[src/rtl/debouncer_fsm_if.sv]
// Pushbutton debouncer signal bundle; btn_release exists only with DEBOUNCE_RELEASE_PULSE_EN.
interface debouncer_fsm_if #(
  parameter int COUNT_WIDTH = 16
);
  logic                   btn_in;
  logic                   btn_level;
  logic                   btn_pulse;
  logic [COUNT_WIDTH-1:0] press_count;
`ifdef DEBOUNCE_RELEASE_PULSE_EN
  logic                   btn_release;

  modport master (output btn_in, input btn_level, input btn_pulse, input press_count, input btn_release);
  modport slave  (input btn_in, output btn_level, output btn_pulse, output press_count, output btn_release);
`else
  modport master (output btn_in, input btn_level, input btn_pulse, input press_count);
  modport slave  (input btn_in, output btn_level, output btn_pulse, output press_count);
`endif
endinterface

[src/rtl/debouncer_fsm.sv]
// Pushbutton debouncer: 2-flop sync + 4-state qualify FSM; press strobe STABLE_CYCLES+3 edges after input rises.
// Optional DEBOUNCE_RELEASE_PULSE_EN adds a one-cycle btn_release strobe on each accepted release.
module debouncer_fsm #(
  parameter int STABLE_CYCLES = 1000000,
  parameter int COUNT_WIDTH   = 16
) (
  input  logic           clock,
  input  logic           reset,
  debouncer_fsm_if.slave btn
);
  localparam int CW = $clog2(STABLE_CYCLES);
  localparam logic [CW-1:0] TERM = CW'(STABLE_CYCLES - 1);

  typedef enum logic [1:0] {IDLE, CHK_PRESS, HELD, CHK_RELEASE} state_t;

  state_t                 state_q, state_d;
  logic [CW-1:0]          cnt_q, cnt_d;
  logic                   sync1, sync2;
  logic                   level_q, pulse_q;
  logic [COUNT_WIDTH-1:0] count_q;
  logic                   press_hit, release_hit;

  always_comb begin
    state_d     = state_q;
    cnt_d       = cnt_q;
    press_hit   = 1'b0;
    release_hit = 1'b0;
    case (state_q)
      IDLE: begin
        if (sync2) begin
          state_d = CHK_PRESS;
          cnt_d   = '0;
        end
      end
      CHK_PRESS: begin
        if (!sync2) begin
          state_d = IDLE;
          cnt_d   = '0;
        end else if (cnt_q == TERM) begin
          state_d   = HELD;
          cnt_d     = '0;
          press_hit = 1'b1;
        end else begin
          cnt_d = cnt_q + CW'(1);
        end
      end
      HELD: begin
        if (!sync2) begin
          state_d = CHK_RELEASE;
          cnt_d   = '0;
        end
      end
      CHK_RELEASE: begin
        if (sync2) begin
          state_d = HELD;
          cnt_d   = '0;
        end else if (cnt_q == TERM) begin
          state_d     = IDLE;
          cnt_d       = '0;
          release_hit = 1'b1;
        end else begin
          cnt_d = cnt_q + CW'(1);
        end
      end
      default: begin
        state_d = IDLE;
        cnt_d   = '0;
      end
    endcase
  end

  // Outputs are registered off the next state so they line up with the state they describe.
  always_ff @(posedge clock) begin
    if (reset) begin
      state_q <= IDLE;
      cnt_q   <= '0;
      sync1   <= 1'b0;
      sync2   <= 1'b0;
      level_q <= 1'b0;
      pulse_q <= 1'b0;
      count_q <= '0;
    end else begin
      sync1   <= btn.btn_in;
      sync2   <= sync1;
      state_q <= state_d;
      cnt_q   <= cnt_d;
      level_q <= (state_d == HELD) || (state_d == CHK_RELEASE);
      pulse_q <= press_hit;
      if (press_hit) count_q <= count_q + COUNT_WIDTH'(1);
    end
  end

  assign btn.btn_level   = level_q;
  assign btn.btn_pulse   = pulse_q;
  assign btn.press_count = count_q;

`ifdef DEBOUNCE_RELEASE_PULSE_EN
  logic release_q;
  always_ff @(posedge clock) begin
    if (reset) release_q <= 1'b0;
    else       release_q <= release_hit;
  end
  assign btn.btn_release = release_q;
`else
  logic unused_release;
  assign unused_release = release_hit;
`endif
endmodule

[src/flat_wrapper.sv]
// flat-port wrapper written by rule: the top's interface ports become plain ports
module debouncer_fsm_flat 
#(
  parameter int STABLE_CYCLES = 1000000,
  parameter int COUNT_WIDTH   = 16
)
  (clock, reset, btn_btn_in, btn_btn_level, btn_btn_pulse, btn_press_count);
  debouncer_fsm_if #(.COUNT_WIDTH(COUNT_WIDTH)) btn_i ();
  input  logic clock;
  input  logic reset;
  input wire logic [$bits(btn_i.btn_in)-1:0] btn_btn_in;
  output wire logic [$bits(btn_i.btn_level)-1:0] btn_btn_level;
  output wire logic [$bits(btn_i.btn_pulse)-1:0] btn_btn_pulse;
  output wire logic [$bits(btn_i.press_count)-1:0] btn_press_count;
  assign btn_i.btn_in = btn_btn_in;
  assign btn_btn_level = btn_i.btn_level;
  assign btn_btn_pulse = btn_i.btn_pulse;
  assign btn_press_count = btn_i.press_count;
  debouncer_fsm #(.STABLE_CYCLES(STABLE_CYCLES), .COUNT_WIDTH(COUNT_WIDTH)) u_core (.clock(clock), .reset(reset), .btn(btn_i));
endmodule
[config.mk]
export PLATFORM = sky130hd
export DESIGN_NAME = debouncer_fsm_flat
export DESIGN_NICKNAME = d
export VERILOG_FILES = /design/src/rtl/debouncer_fsm_if.sv /design/src/rtl/debouncer_fsm.sv /design/src/flat_wrapper.sv
export SDC_FILE = /design/constraint.sdc
export NUM_CORES = 1
export LEC_CHECK = 0
export CORE_MARGIN = 2
export CORE_UTILIZATION = 35
export CTS_CLUSTER_DIAMETER = 100
export DETAILED_ROUTE_END_ITERATION = 12
export HOLD_SLACK_MARGIN = 0.02
export SETUP_SLACK_MARGIN = 0.1
export SLEW_MARGIN = 20
export SYNTH_ARGS = -nofsm -noshare
export SYNTH_HDL_FRONTEND = slang
export SYNTH_SLANG_ARGS = --single-unit
[constraint.sdc]
create_clock -name clock -period 2.8 [get_ports clock]
set_input_delay 0.56 -clock clock [delete_from_list [all_inputs] [get_ports clock]]
set_output_delay 0.56 -clock clock [all_outputs]
set_load 0.005 [all_outputs]
-- Word-level counts from Yosys, hierarchy flattened
Cells that the tools add are included.
- multiplexer cells: 16
- add/subtract/negate cells: 2
- reductions and logical operators: 3
- equality and inequality tests: 8
- operators by type and width (cell ; count):
    two-way mux 20 bit ; 5
    case mux 20 bit (4 select lines) ; 1
    adder 20 x 1 -> 20 bit (second input constant) ; 1
    equality test 20 bit (second input constant) ; 1
    adder 16 x 1 -> 16 bit (second input constant) ; 1
    two-way mux 2 bit ; 6
    equality test 2 bit (second input constant) ; 4
    case mux 2 bit (4 select lines) ; 1
    two-way mux 1 bit ; 3
    equality test 2 x 1 -> 1 bit (second input constant) ; 1
    zero test 2 bit ; 1
    != test 2 x 1 -> 1 bit (second input constant) ; 1
    != test 2 bit (second input constant) ; 1
    AND reduction 2 bit ; 1
    logical OR 1 bit ; 1
- logic and storage cells: 36
- flip-flop bits (word level): 42

-- Logic depth before layout (Yosys ltp)
- depth after elaboration: 6
- mapped depth: 8
- depth with buffers taken out: 6

-- Least setup slack after synthesis
No wires, ideal clock.
- path kind: register to register
- from: register u_core.cnt_q[0]
- to: register u_core.cnt_q[10]
- setup time: 74 ps
- stages on the path, launching flop included: 9
- path buffers: 2
- setup slack: 557 ps
- period minus slack after synthesis: 2243 ps
- arrival: 2168 ps
- cell sequence: dfxtp_1 > ha_1 > and3_1 > and4_1 > clkbuf_1 > a211oi_1 > buf_4 > a21oi_1 > o21ai_0
- cells in the longest elaborated chain, start to end: 4
- elaborated cells on any way between the ends: 6
- RTL lines (item ; RTL line ; source):
    start: declaration ; debouncer_fsm.sv:17 ; logic [CW-1:0] cnt_q, cnt_d;
    start signal: assignment ; debouncer_fsm.sv:86 ; cnt_q <= cnt_d;
    adder 20 x 1 -> 20 bit or equality test 20 bit (tied branches) ; - ;
    two-way mux 20 bit * ; debouncer_fsm.sv:39, debouncer_fsm.sv:57 ;
    two-way mux 20 bit, on equally long branches ; debouncer_fsm.sv:54, debouncer_fsm.sv:36 ;
    case mux 20 bit (4 select lines) * ; debouncer_fsm.sv:28 ; case (state_q)
Mark *: on every way between the ends. The rest lies on a longest branch, timed or not.
A chain may end at the register's enable or synchronous reset.

-- Worst setup path in the final report
- from: register u_core.cnt_q[6]
- to: register u_core.count_q[14], in the netlist u_core.btn.press_count[14]
- cells in the longest elaborated chain, start to end: 4
- RTL lines (item ; RTL line ; source):
    equality test 20 bit ; debouncer_fsm.sv:39 ; end else if (cnt_q == TERM) begin
    two-way mux 1 bit ; debouncer_fsm.sv:39 ;
    two-way mux 1 bit ; debouncer_fsm.sv:36 ; if (!sync2) begin
    two-way mux 1 bit ; debouncer_fsm.sv:28 ;
    end signal: assignment ; debouncer_fsm.sv:89 ; if (press_hit) count_q <= count_q + COUNT_WIDTH'(1);
    end: declaration ; debouncer_fsm.sv:20 ; logic [COUNT_WIDTH-1:0] count_q;
Every way passes these cells.

==> impl_metrics.py <==
metrics = {
    "route": {
        "first_pass_iters": 4,
        "vias_per_cell": 5.07,
        "drc": 0,
        "drt-total-wl_um": 4290,
        "drt-initial-drc-count": 88,
        "dr_total_vias": 1724,
        "ant_nets": 0,
        "wl_per_cell_um": 12.6,
    },
    "timing": {
        "finalCritPeriodShare_pct": 82.5,
        "drv_slew": 0,
        "max-slew-margin-rel_pct": 69.0,
        "tightest_slew_ps": 458,
        "fin_skew_ps": 6.52,
        "fin_setup_tns_ps": 0,
        "layout_min_cycle_time_ps": 2310,
        "hold_violations": 0,
        "rsz0062_at_grt": "false",
        "finalSetupViolCount": 0,
        "fmax_mhz": 433,
    },
    "run": {
        "max-cap-violations": 0,
    },
    "global_routing": {
        "gr-usage-all-layers_pct": 14.7,
        "antenna_found_initial": 0,
        "grt_pass1_wl_um": 7530,
        "grt.overflow.total": 0,
        "grt_max_degree": 19,
        "grt_pass1_vias": 1592,
    },
    "cts": {
        "clkTransAtPathRegs_ps": 90,
        "hold_buffers": 0,
        "cts_root_buf": "clkbuf_8",
        "cts_buffers": 5,
        "htreeDepth": 2,
        "cts_setup_buffers": 0,
        "cts_tree": "yes",
        "cts_resized": 0,
        "cts_buffer_depth": 2,
        "cts_sinks": 42,
        "clkLatencyLatePin_ps": 300,
    },
    "floorplan": {
        "die_w_um": 80.1,
        "fp.dieH_um": 80.1,
        "start_util_pct": 36.6,
        "pin_count": 21,
        "core_area_um2": 5540,
        "rows": 27,
        "die_area_um2": 6420,
    },
    "setup_path": {
        "r2r_cells": 5,
        "worstPathArrival_ps": 2510,
        "r2r-end": "u_core.btn.press_count[14]$_SDFFE_PP0P_",
        "reg2reg_from": "u_core.cnt_q[6]$_SDFFE_PP0P_",
        "crit_required_ps": 3000,
        "cp_max_fo": 6,
        "crit_end": "u_core.btn.press_count[14]$_SDFFE_PP0P_",
        "cp-startpoint": "u_core.cnt_q[6]$_SDFFE_PP0P_",
        "r2r_slack_ps": 490,
        "worstSetupPathType": "register to register",
        "endpoint_kind": "register",
        "cp-start-kind": "register",
    },
    "final_layout": {
        "syn_to_final_growth_pct": 21.5,
        "fin_util_pct": 44.5,
        "antenna-diode-count": 0,
        "final_nets": 272,
        "drive_gt1_share_pct": 8.58,
    },
    "power": {
        "total_leakage_power_nw": 0.810,
        "powerDensity_nw_per_um2": 492,
        "irDropWorstVdd_v": 0.000346,
    },
    "placed_design": {
        "gp_congestion": 0.766,
        "io_buffers": 20,
        "hpwl_um": 3100,
    },
    "yosys": {
        "synth-main-ff-cell": "dfxtp_1",
        "yosys_warnings": 0,
        "synth-edff-count": 0,
        "syn_area_um2": 2030,
        "yosys.cell_types.count": 42,
        "syn_inst": 242,
        "ys_ff_latch": 42,
        "syn_area_per_cell_um2": 8.38,
        "syn_nets": 247,
        "seq_area_frac_synth_pct": 41.5,
        "synthArstFlopShare_pct": 0,
    },
    "outcome": {
        "outcome": "finished, final reports clean",
    },
    "worst_hold_path": {
        "hold_path.class": "register to register",
    },
}
[cell families after synthesis]
group / share of synthesized area (%)
AOI/OAI and AO/OA: 10.9
xor gates and xnor gates: 7.78
adders and majority gates: 1.23
buffers and inverters: 3.89
DFF: 41.5
muxes: 1.98
and+or+nand+nor: 32.8
[registers in the layout, indices dropped and copies added, names as in the netlist]
name / cells
u_core.cnt_q: 20
u_core.btn.press_count: 16
u_core.state_q: 2
u_core.btn.btn_level: 1
u_core.btn.btn_pulse: 1
u_core.sync1: 1
u_core.sync2: 1
[layout make-up]
cell class / instances / area (µm²)
clock buffer: 5 / 68.8
clock inverter: 3 / 68.8
fill: 554 / 3080
inverter: 10 / 37.5
multi-input combinational: 182 / 1110
sequential: 42 / 841
tap: 72 / 90.1
timing repair buffer: 26 / 245
[per-layer routing]
layer | share of wire (%) | routed length (µm) | vias to the layer above | GRT usage (%)
met4 | 1.3 | 54 | 0 | 5.42
met3 | 3.7 | 159 | 4 | 3.03
met1 | 51 | 2190 | 786 | 20.4
met5 | 0 | 0 | - | 0
li1 | - | - | 901 | -
met2 | 44 | 1890 | 33 | 22.6
[how the worst min path moves through the flow]
stage                             from                 endpoint  cells after the start
3_5_place_dp   u_core.sync1$_SDFF_PP0_  u_core.sync2$_SDFF_PP0_                      1
4_1_cts        u_core.sync1$_SDFF_PP0_  u_core.sync2$_SDFF_PP0_                      1
5_1_grt        u_core.sync1$_SDFF_PP0_  u_core.sync2$_SDFF_PP0_                      1
2_1_floorplan  u_core.sync1$_SDFF_PP0_  u_core.sync2$_SDFF_PP0_                      1
3_3_place_gp   u_core.sync1$_SDFF_PP0_  u_core.sync2$_SDFF_PP0_                      1
6_report       u_core.sync1$_SDFF_PP0_  u_core.sync2$_SDFF_PP0_                      1
[power by group]
group | switching, W | total, W | internal, W
sequential | 0.00000163 | 0.000600 | 0.000598
clock | 0.000224 | 0.000581 | 0.000357
combinational | 0.0000179 | 0.0000295 | 0.0000117
[placed cells by master, fill, tap and decap left out, types with 6 or more instances in the layout]
cell type and instances:
nor3_1 12, dfxtp_1 42, clkdlybuf4s50_1 20, nor2_1 33, xnor2_1 16, o21ai_0 6, buf_4 6, a21oi_1 14
nand3_1 13, nand4_1 7, inv_1 10, nand2_1 16, or3_1 6
[worst max-delay path, stage by stage, from the launching register on]
cell and delay, ps:
dfxtp_1 360, or4_4 570, or4_1 610, nor3_1 370
a21oi_1 120, a31o_1 190
[synth_stat cells, types with 3 or more instances]
cell type,instances,share of area (%)
a21o_1,3,1.1
a21oi_1,14,3.5
a31oi_1,4,1.2
and2_1,3,0.93
and3_1,5,1.5
clkbuf_1,6,1.1
dfxtp_1,42,41
inv_1,10,1.9
mux2i_1,4,2.0
nand2_1,16,3.0
nand2b_1,5,1.5
nand3_1,13,3.2
nand4_1,7,2.2
nor2_1,33,6.1
nor3_1,12,3.0
nor4_1,4,1.2
nor4_2,3,1.9
o21ai_0,6,1.5
or3_1,6,1.9
xnor2_1,16,6.9
[stage by stage]
step                      total power, W  hold WS [ps]  instance area (µm²)  setup WS [ps]  cells
after floorplan                 0.000632           414                 2030            557    242
after global placement          0.000643           422                 2330            559    332
after detailed placement        0.000644           427                 2330            515    332
after CTS                        0.00123           441                 2460            512    340
after global routing             0.00126           461                 2460            333    340
final                            0.00121           435                 2460            489    340
(Power assumes the default switching activity.)
